==> config.mk <==
export PLATFORM = sky130hd
export DESIGN_NAME = writeback_unit
export DESIGN_NICKNAME = d
export VERILOG_FILES = /design/src/rtl/wb_pkg.sv /design/src/rtl/wb_fifo.sv /design/src/rtl/writeback_unit.sv
export SDC_FILE = /design/constraint.sdc
export NUM_CORES = 1
export LEC_CHECK = 0
export CORE_UTILIZATION = 45
export CTS_BUF_LIST = sky130_fd_sc_hd__clkbuf_4
export DETAILED_ROUTE_END_ITERATION = 8
export DONT_BUFFER_PORTS = 1
export PLACE_DENSITY = 0.56
export SYNTH_ARGS = -nofsm -noshare
export SYNTH_HDL_FRONTEND = slang
export SYNTH_HIERARCHICAL = 1
export SYNTH_SLANG_ARGS = --single-unit
==> constraint.sdc <==
create_clock -name clk -period 3.8 [get_ports clk]
set_input_delay 0.38 -clock clk [delete_from_list [all_inputs] [get_ports clk]]
set_output_delay 0.38 -clock clk [all_outputs]
set_load 0.1 [all_outputs]
==> src/rtl/wb_pkg.sv <==
// Shared types and constants for the writeback unit.
// The register-file geometry lives here so every writeback block agrees on it.
package wb_pkg;

  localparam int DATA_W     = 32;
  localparam int REG_ADDR_W = 6;
  localparam int NUM_REGS   = 32;

  localparam logic [REG_ADDR_W-1:0] ZERO_REG = '0;

  typedef struct packed {
    logic [REG_ADDR_W-1:0] rd;
    logic [DATA_W-1:0]     data;
  } wb_entry_t;

  typedef enum logic [2:0] {
    SEL_FIFO_FULL,
    SEL_ALU,
    SEL_FIFO,
    SEL_BYPASS,
    SEL_NONE
  } wb_sel_e;

  // x0 and addresses beyond the architectural file never write or touch the scoreboard
  function automatic logic rd_valid(input logic [REG_ADDR_W-1:0] rd);
    return (rd != ZERO_REG) && (int'(rd) < NUM_REGS);
  endfunction

endpackage

==> src/rtl/wb_fifo.sv <==
// Small synchronous FIFO of writeback entries used to buffer memory-side results.
// DEPTH must be a power of two so the pointers wrap by plain overflow.
module wb_fifo
  import wb_pkg::*;
#(
  parameter int DEPTH = 2
) (
  input  logic                      clk,
  input  logic                      reset_n,
  input  logic                      push,
  input  wb_entry_t                 push_data,
  input  logic                      pop,
  output wb_entry_t                 head,
  output logic                      full,
  output logic                      empty,
  output logic [$clog2(DEPTH):0]    count
);

  localparam int PTR_W = $clog2(DEPTH);
  localparam int CNT_W = PTR_W + 1;

  wb_entry_t mem_q [DEPTH];

  logic [PTR_W-1:0] wr_ptr_q, wr_ptr_d;
  logic [PTR_W-1:0] rd_ptr_q, rd_ptr_d;
  logic [CNT_W-1:0] count_q, count_d;

  always_comb begin
    wr_ptr_d = wr_ptr_q;
    rd_ptr_d = rd_ptr_q;
    count_d  = count_q;
    if (push) wr_ptr_d = wr_ptr_q + 1'b1;
    if (pop)  rd_ptr_d = rd_ptr_q + 1'b1;
    case ({push, pop})
      2'b10:   count_d = count_q + 1'b1;
      2'b01:   count_d = count_q - 1'b1;
      default: count_d = count_q;
    endcase
  end

  always_ff @(posedge clk) begin
    if (!reset_n) begin
      wr_ptr_q <= '0;
      rd_ptr_q <= '0;
      count_q  <= '0;
    end else begin
      wr_ptr_q <= wr_ptr_d;
      rd_ptr_q <= rd_ptr_d;
      count_q  <= count_d;
    end
  end

  // Storage needs no reset; the pointers alone decide what is live.
  // A push into a full FIFO is only issued alongside a pop, so the slot is free.
  always_ff @(posedge clk) begin
    if (push) mem_q[wr_ptr_q] <= push_data;
  end

  assign head  = mem_q[rd_ptr_q];
  assign full  = (count_q == CNT_W'(DEPTH));
  assign empty = (count_q == '0);
  assign count = count_q;

endmodule

==> src/rtl/writeback_unit.sv <==
// Regfile writer: arbitrates ALU and memory results onto the single write port,
// buffering memory results, and keeps the pending-write scoreboard used by decode.
module writeback_unit
  import wb_pkg::*;
#(
  parameter int FIFO_DEPTH = 2
) (
  input  logic                         clk,
  input  logic                         reset_n,
  input  logic                         alu_valid,
  output logic                         alu_ready,
  input  logic [REG_ADDR_W-1:0]        alu_rd,
  input  logic [DATA_W-1:0]            alu_data,
  input  logic                         mem_valid,
  output logic                         mem_ready,
  input  logic [REG_ADDR_W-1:0]        mem_rd,
  input  logic [DATA_W-1:0]            mem_data,
  input  logic                         issue_valid,
  input  logic [REG_ADDR_W-1:0]        issue_rd,
  output logic [NUM_REGS-1:0]          pending,
  output logic [$clog2(FIFO_DEPTH):0]  fifo_count,
  output logic                         write_enable,
  output logic [REG_ADDR_W-1:0]        write_reg,
  output logic [DATA_W-1:0]            write_data
);

  localparam int IDX_W = $clog2(NUM_REGS);

  wb_entry_t alu_entry, mem_entry, fifo_head, out_entry;
  wb_sel_e   sel;
  logic      out_valid;
  logic      fifo_full, fifo_empty, fifo_push, fifo_pop;

  logic                  write_enable_q, write_enable_d;
  logic [REG_ADDR_W-1:0] write_reg_q,    write_reg_d;
  logic [DATA_W-1:0]     write_data_q,   write_data_d;
  logic [NUM_REGS-1:0]   pending_q,      pending_d;

  assign alu_entry = '{rd: alu_rd, data: alu_data};
  assign mem_entry = '{rd: mem_rd, data: mem_data};

  wb_fifo #(
    .DEPTH(FIFO_DEPTH)
  ) u_fifo (
    .clk      (clk),
    .reset_n  (reset_n),
    .push     (fifo_push),
    .push_data(mem_entry),
    .pop      (fifo_pop),
    .head     (fifo_head),
    .full     (fifo_full),
    .empty    (fifo_empty),
    .count    (fifo_count)
  );

  // A full FIFO drains first so memory results cannot be starved by a busy ALU.
  always_comb begin
    sel = SEL_NONE;
    if (fifo_full)        sel = SEL_FIFO_FULL;
    else if (alu_valid)   sel = SEL_ALU;
    else if (!fifo_empty) sel = SEL_FIFO;
    else if (mem_valid)   sel = SEL_BYPASS;
  end

  always_comb begin
    fifo_pop  = reset_n && ((sel == SEL_FIFO_FULL) || (sel == SEL_FIFO));
    alu_ready = reset_n && !fifo_full;
    mem_ready = reset_n && (!fifo_full || fifo_pop);
    fifo_push = mem_valid && mem_ready && (sel != SEL_BYPASS);
    out_valid = (sel != SEL_NONE);
    case (sel)
      SEL_FIFO_FULL, SEL_FIFO: out_entry = fifo_head;
      SEL_ALU:                 out_entry = alu_entry;
      SEL_BYPASS:              out_entry = mem_entry;
      default:                 out_entry = '0;
    endcase
  end

  always_comb begin
    write_enable_d = out_valid && rd_valid(out_entry.rd);
    write_reg_d    = write_reg_q;
    write_data_d   = write_data_q;
    if (write_enable_d) begin
      write_reg_d  = out_entry.rd;
      write_data_d = out_entry.data;
    end
  end

  // Clear for the write leaving this edge, then set for a new issue so set wins.
  always_comb begin
    pending_d = pending_q;
    if (write_enable_q) pending_d[write_reg_q[IDX_W-1:0]] = 1'b0;
    if (issue_valid && rd_valid(issue_rd)) pending_d[issue_rd[IDX_W-1:0]] = 1'b1;
    pending_d[0] = 1'b0;
  end

  always_ff @(posedge clk) begin
    if (!reset_n) begin
      write_enable_q <= 1'b0;
      write_reg_q    <= '0;
      write_data_q   <= '0;
      pending_q      <= '0;
    end else begin
      write_enable_q <= write_enable_d;
      write_reg_q    <= write_reg_d;
      write_data_q   <= write_data_d;
      pending_q      <= pending_d;
    end
  end

  assign write_enable = write_enable_q;
  assign write_reg    = write_reg_q;
  assign write_data   = write_data_q;
  assign pending      = pending_q;

endmodule

# == After elaboration in Yosys (flattened, before gate mapping) ==
# Memory sizes are Yosys's and may differ from the RTL's. A register that Yosys moved wholly into a read port is not among the register bits.
# Index checks and enable logic that the tools add are counted.
# classes
addsub,4
n_mul,0
div_mod_pow,0
magnitude_cmp,6
n_eq_ne,8
n_shift,0
n_mux,16
n_bitwise,3
n_reduce_logical,20
# op_table
operator,count
$pmux 38 s3,1
$mux 32,2
$and 32x32->32,1
$not 32->32,1
$or 32x32->32,1
$lt 5x6->1 const B,2
$lt 6x6->1 const B,2
$mux 3,4
$reduce_bool 6->1,2
$logic_and 1x1->1,11
$demux 1 s5,2
$ge 5x1->1 const B,2
$eq 3x2->1 const B,2
$mux 1,6
$eq 2x2->1 const B,2
$pmux 2 s2,1
$eq 3x1->1 const B,1
$logic_not 3->1,1
$ne 3x2->1 const B,1
$ne 3x3->1 const B,1
$add 1x1->1 const B,2
$add 2x1->2 const B,1
$eq 2x1->1 const B,1
$logic_not 2->1,1
other kinds (5),6
# totals
reg_bits,75
latchBits,0
ramBits,76
romBits,0
in_bits,87
out_inout_bits,75
elab_cells,66
memories,1
# memory_table
name,words,word_bits,rd,rd_ports_with_merged_regs,write_ports,line,source
u_fifo.mem_q,2,38,1,1,1,wb_fifo.sv:22,wb_entry_t mem_q [DEPTH];

# == Depth between registers and ports, before layout ==
# logic_depth
ltp_word,13
ltp_mapped,9
mapped_depth_nobuf,8

# == By module ==
# Netlist, hierarchy kept.
# by_module_without_submodules
mod,n_inst,cells_per_inst,area_each_um2,seq_area_each_um2
writeback_unit,1,376,3447.1,1401.3
wb_fifo,1,140,2951.6,2382.3

# == Worst setup path after synthesis ==
# No wires, ideal clock.
# synth_timing
kind,register to register
from,reg u_fifo.count_q[1] (netlist: u_fifo/count[1])
to,mem u_fifo/mem_q[0][0] in the netlist's numbering (enable)
setup_time_ps,435
arrival_ps,3233
required_ps,3365
setup_slack_ps,132
stages_incl_launch_ff,6
path_buffers,0
synth_period_minus_slack_ps,3668
path_cell_list,dfxtp_1 > and2b_2 > nor2_1 > a21oi_1 > inv_1 > nor2_1
# synth_between
word_cells_on_any_way,17
classes_between,eq/ne (3); mux (5); reduce/logical (9)
# synth_rtl
element,line,source
from (decl),wb_fifo.sv:26,"logic [CNT_W-1:0] count_q, count_d;"
from (signal assigned),wb_fifo.sv:49,count_q <= count_d;
$eq 2x2->1 *,wb_fifo.sv:60,assign full = (count_q == CNT_W'(DEPTH));
net fifo_full,writeback_unit.sv:32,"logic fifo_full, fifo_empty, fifo_push, fifo_pop;"
$mux 3,writeback_unit.sv:59,if (fifo_full) sel = SEL_FIFO_FULL;
$eq 3x2->1 / $logic_not 3->1 (equally long branches),writeback_unit.sv:66,fifo_pop = reset_n && ((sel == SEL_FIFO_FULL) || (sel == SEL_FIFO));
$logic_or 1x1->1,writeback_unit.sv:66,
$logic_and 1x1->1,writeback_unit.sv:66,
$logic_or 1x1->1,writeback_unit.sv:68,mem_ready = reset_n && (!fifo_full || fifo_pop);
$logic_and 1x1->1,writeback_unit.sv:68,
$logic_and 1x1->1,writeback_unit.sv:69,fifo_push = mem_valid && mem_ready && (sel != SEL_BYPASS);
$logic_and 1x1->1 *,writeback_unit.sv:69,
net fifo_push,writeback_unit.sv:32,
$mux 1 *,wb_fifo.sv:56,if (push) mem_q[wr_ptr_q] <= push_data;
$mux 1 (not written as such) *,wb_fifo.sv:56,
to (decl),wb_fifo.sv:22,
# The timed path passes the listed nets; every way through them passes the cells marked *.

==> results.txt <==
----------------------------------------------------
[Status]
  Run status ... completed

[Global route]
  Maximum number of pins on one net before global-route repair ... 76
  Gr usage total ... 23.25%
  Initial antenna violation count ... 0
  First-pass GRT wire length ... 25,270 um
  Congestion Overflow GR ... 0
  Vias in the first global route ... approximately 4.7k

[Worst setup path]
  Crit path max fanout ... 37
  Critical path class ... flip-flop to flip-flop
  Data arrival at the endpoint of the critical path ... 3.55 ns
  Critical Path Sink Type ... flip-flop
  Nature of the critical path startpoint ... flip-flop
  Worst endpoint required time ... ~4.3 ns

[STA]
  Maximum operating frequency ... 0.3222 GHz
  Tightest Pin Transition ... 1.166 ns
  Final clock skew ... 0.01559 ns
  Final-report max-slew violation count ... 0
  Setup repair after global routing missed its margin ... false
  Min Clock Period, post-route ... 3.103 ns
  Final number of setup-violating endpoints ... 0
  Final cycle utilization of the critical path ... 81.66%
  Total negative slack for setup checks ... 0 ns
  Max-slew headroom ... between 20 and 25%
  Number of failing hold endpoints at the final stage ... 0

[Routing]
  Routed length per placed instance ... 22.19 um
  Drt initial violations ... 431
  Total vias in the final route ... around 4.6k
  Drt total wl ... 16,620 um
  DRC violations left ... 0
  Residual antenna-violating net count after detailed routing ... 0
  Detailed-router iteration count before antenna repair ... 6
  Number of vias per cell after detailed routing ... 6.100

[Placement]
  HPWL after detailed placement ... roughly 10,000 um
  Placed Cells incl. Taps ... 671
  Number of I/O port buffers ... 0
  Routability cong. ... 0.7662

[Synthesis]
  Instance count of the mapped netlist ... slightly above 500
  Total number of yosys warnings ... 6
  Top FF cell, synth ... sky130_fd_sc_hd__edfxtp_1
  Sequential fraction of the synthesis area ... about three fifths
  Number of nets produced by synthesis ... 604
  Top cells by area in the synthesized netlist ... sky130_fd_sc_hd__edfxtp_1 (36%), sky130_fd_sc_hd__dfxtp_1 (23%), sky130_fd_sc_hd__mux2_2 (6.9%)
  Number of distinct library cell variants in the gate-level netlist after synthesis ... 45
  Number of synthesized flops with an enable pin ... 76
  Post-synth design cell area ... 6399 um^2
  Post-synthesis cell type with the largest combined area ... sky130_fd_sc_hd__edfxtp_1
  Share of flip-flops with an asynchronous set or reset after synthesis ... 0%
  Flops & latches, synth ... approximately 150
  Mean instance size in the synthesized netlist ... 12.40 um^2
  Top cell type's share of synthesized area ... 35.67%

[Clocking]
  H-Tree Level Count ... 4
  Post-CTS Hold Buffers ... 46
  Clock network latency to the later pin of the worst-skew pair ... 0.55 ns
  Clock tree from TritonCTS ... built
  Resize count post-CTS ... 0
  Post-CTS setup buffers ... 0
  Number of CTS-inserted buffers ... 17
  Clock transition at the register clock pins on the worst setup and hold paths after CTS ... 0.12 ns
  Maximum count of clock buffers along a single path ... 2
  Root Buffer ... sky130_fd_sc_hd__clkbuf_4
  Sink count of the clock tree ... 151

[Job]
  Number of max-cap violations ... 0

[Floorplan]
  Starting Density ... 46.10%
  Core Footprint ... about 14,000 um^2
  Core Rows ... 43
  I/O Pins ... about 160
  Die height ... ~120 um
  Die area ... 14,700 um^2
  Width of the die ... 121.2 um

[Pwr]
  Switching power ... 1.782 mW
  Max VDD drop ... about 330 uV
  Part of the total power dissipated in sequential elements ... 57.8%
  Combinational group share of total power ... 20.0%
  Internal Pwr Total ... 2.571 mW
  Clk pwr share ... 22.2%
  Power per unit of standard cell area ... between 500 and 600 nW/um^2
  Leakage dissipation ... ~2.7 nW
  Fraction of power spent switching nets ... approximately 40%

[Layout]
  Flip-flop count of the largest register, all copies and words added ... between 70 and 80
  Most common library cell in the layout ignoring fill and taps ... sky130_fd_sc_hd__edfxtp_1
  Top register by number of flip-flops ... u_fifo/mem_q
  Area growth from synthesis to layout ... 14.27%
  Final nets ... 644
  Highest-count cells in the layout ignoring fill and taps ... sky130_fd_sc_hd__edfxtp_1 (76), sky130_fd_sc_hd__dfxtp_1 (74), sky130_fd_sc_hd__dlygate4sd3_1 (45)
  Final non-filler cell total ... 749
  ANT cells ... 0
  Proportion of layout cells with a drive suffix above 1 ... 17.93%

[Min path]
  Class of the most critical hold timing path ... primary input to flip-flop

----------------------------------------------------
[power by group through the flow]
stage / Combinational, mW / Sequential (mW) / Clock (mW)
floorplan: 0.566 / 2.64 / 0
global placement: 0.795 / 2.55 / 0
detailed placement: 0.809 / 2.56 / 0
CTS: 0.871 / 2.52 / 0.994
global route: 0.939 / 2.53 / 1.07
finish: 0.870 / 2.52 / 0.965
[through the flow]
| step | utilization (%) | area (um^2) | worst slack (ns) | power [mW] | hold WS [ns] |
|---|---|---|---|---|---|
| 6_report | 52.68 | 7312 | 0.6968 | 4.353 | 0.06114 |
| 5_1_grt | 52.68 | 7312 | 0.5151 | 4.539 | 0.01022 |
| 4_1_cts | 52.68 | 7312 | 0.7049 | 4.386 | 0.01451 |
| 3_5_place_dp | 47.26 | 6560 | 0.7217 | 3.367 | 0.4790 |
| 3_3_place_gp | 47.26 | 6560 | 0.7457 | 3.350 | 0.4790 |
| 2_1_floorplan | - | 6399 | 0.1322 | 3.210 | 0.4789 |
[layout make-up]
class	instances	area [um^2]
clock buffer	19	142.6
sequential	151	3785
inverter	4	15.01
tap	180	225.2
clock inverter	13	131.4
timing repair buffer	61	590.6
multi-input combinational	321	2422
fill	1234	6569
[metal layers]
| layer | global-route usage [%] | share of wire (%) |
|---|---|---|
| met1 | 29.04 | 42 |
| met3 | 9.258 | 9.0 |
| met5 | 0 | 0 |
| met4 | 6.327 | 0.90 |
| met2 | 37.21 | 48 |
[cells in the mapped netlist, types with 3 or more instances]
cell type                  instances
sky130_fd_sc_hd__a222oi_1         36
sky130_fd_sc_hd__a21boi_1         20
sky130_fd_sc_hd__clkbuf_1         22
sky130_fd_sc_hd__mux2_2           39
sky130_fd_sc_hd__o21ai_0          32
sky130_fd_sc_hd__or3_1             3
sky130_fd_sc_hd__nor3_1            3
sky130_fd_sc_hd__o21a_1            4
sky130_fd_sc_hd__nor2_1           13
sky130_fd_sc_hd__buf_6             5
sky130_fd_sc_hd__and2_1            6
sky130_fd_sc_hd__nand3b_1          4
sky130_fd_sc_hd__dfxtp_1          75
sky130_fd_sc_hd__nor2b_1           4
sky130_fd_sc_hd__nand2_1          34
sky130_fd_sc_hd__edfxtp_1         76
sky130_fd_sc_hd__nor3b_1           5
sky130_fd_sc_hd__nand2b_1          3
sky130_fd_sc_hd__inv_1             4
sky130_fd_sc_hd__buf_4             3
sky130_fd_sc_hd__nand3_1          43
sky130_fd_sc_hd__o211a_1          34
sky130_fd_sc_hd__buf_2             8
sky130_fd_sc_hd__a21boi_0         14
[path summary, 6_finish.rpt]
check	from	end	slack, ns	depth (start not counted)
max	flip-flop	write_data[2]	0.70	7
min	issue_rd[4]	pending[10]	0.06	3
max reg2reg	flip-flop	write_data[2]	0.70	7
min reg2reg	write_reg[3]	write_reg[3]	0.49	2
[worst max-delay path, stage by stage (launching register included)]
cell                      delay [ns]
sky130_fd_sc_hd__dfxtp_2        0.69
sky130_fd_sc_hd__mux2_2         0.41
sky130_fd_sc_hd__nor3_1         0.22
sky130_fd_sc_hd__o22a_2         0.21
sky130_fd_sc_hd__nand4_4        0.53
sky130_fd_sc_hd__and2_1         0.40
sky130_fd_sc_hd__buf_4          0.26
sky130_fd_sc_hd__o211a_1        0.26
[logic make-up after synthesis]
kind of cell / count (synthesis) / share of synthesized area [%]
fa+ha+maj: 1 / 0.1955
buf+inv: 44 / 3.500
compound gates: 151 / 19.48
flops: 151 / 59.13
simple gates: 126 / 10.36
other cells: 1 / 0.05861
mux: 39 / 6.863
xor+xnor: 3 / 0.4107
(Power assumes the default switching activity.)
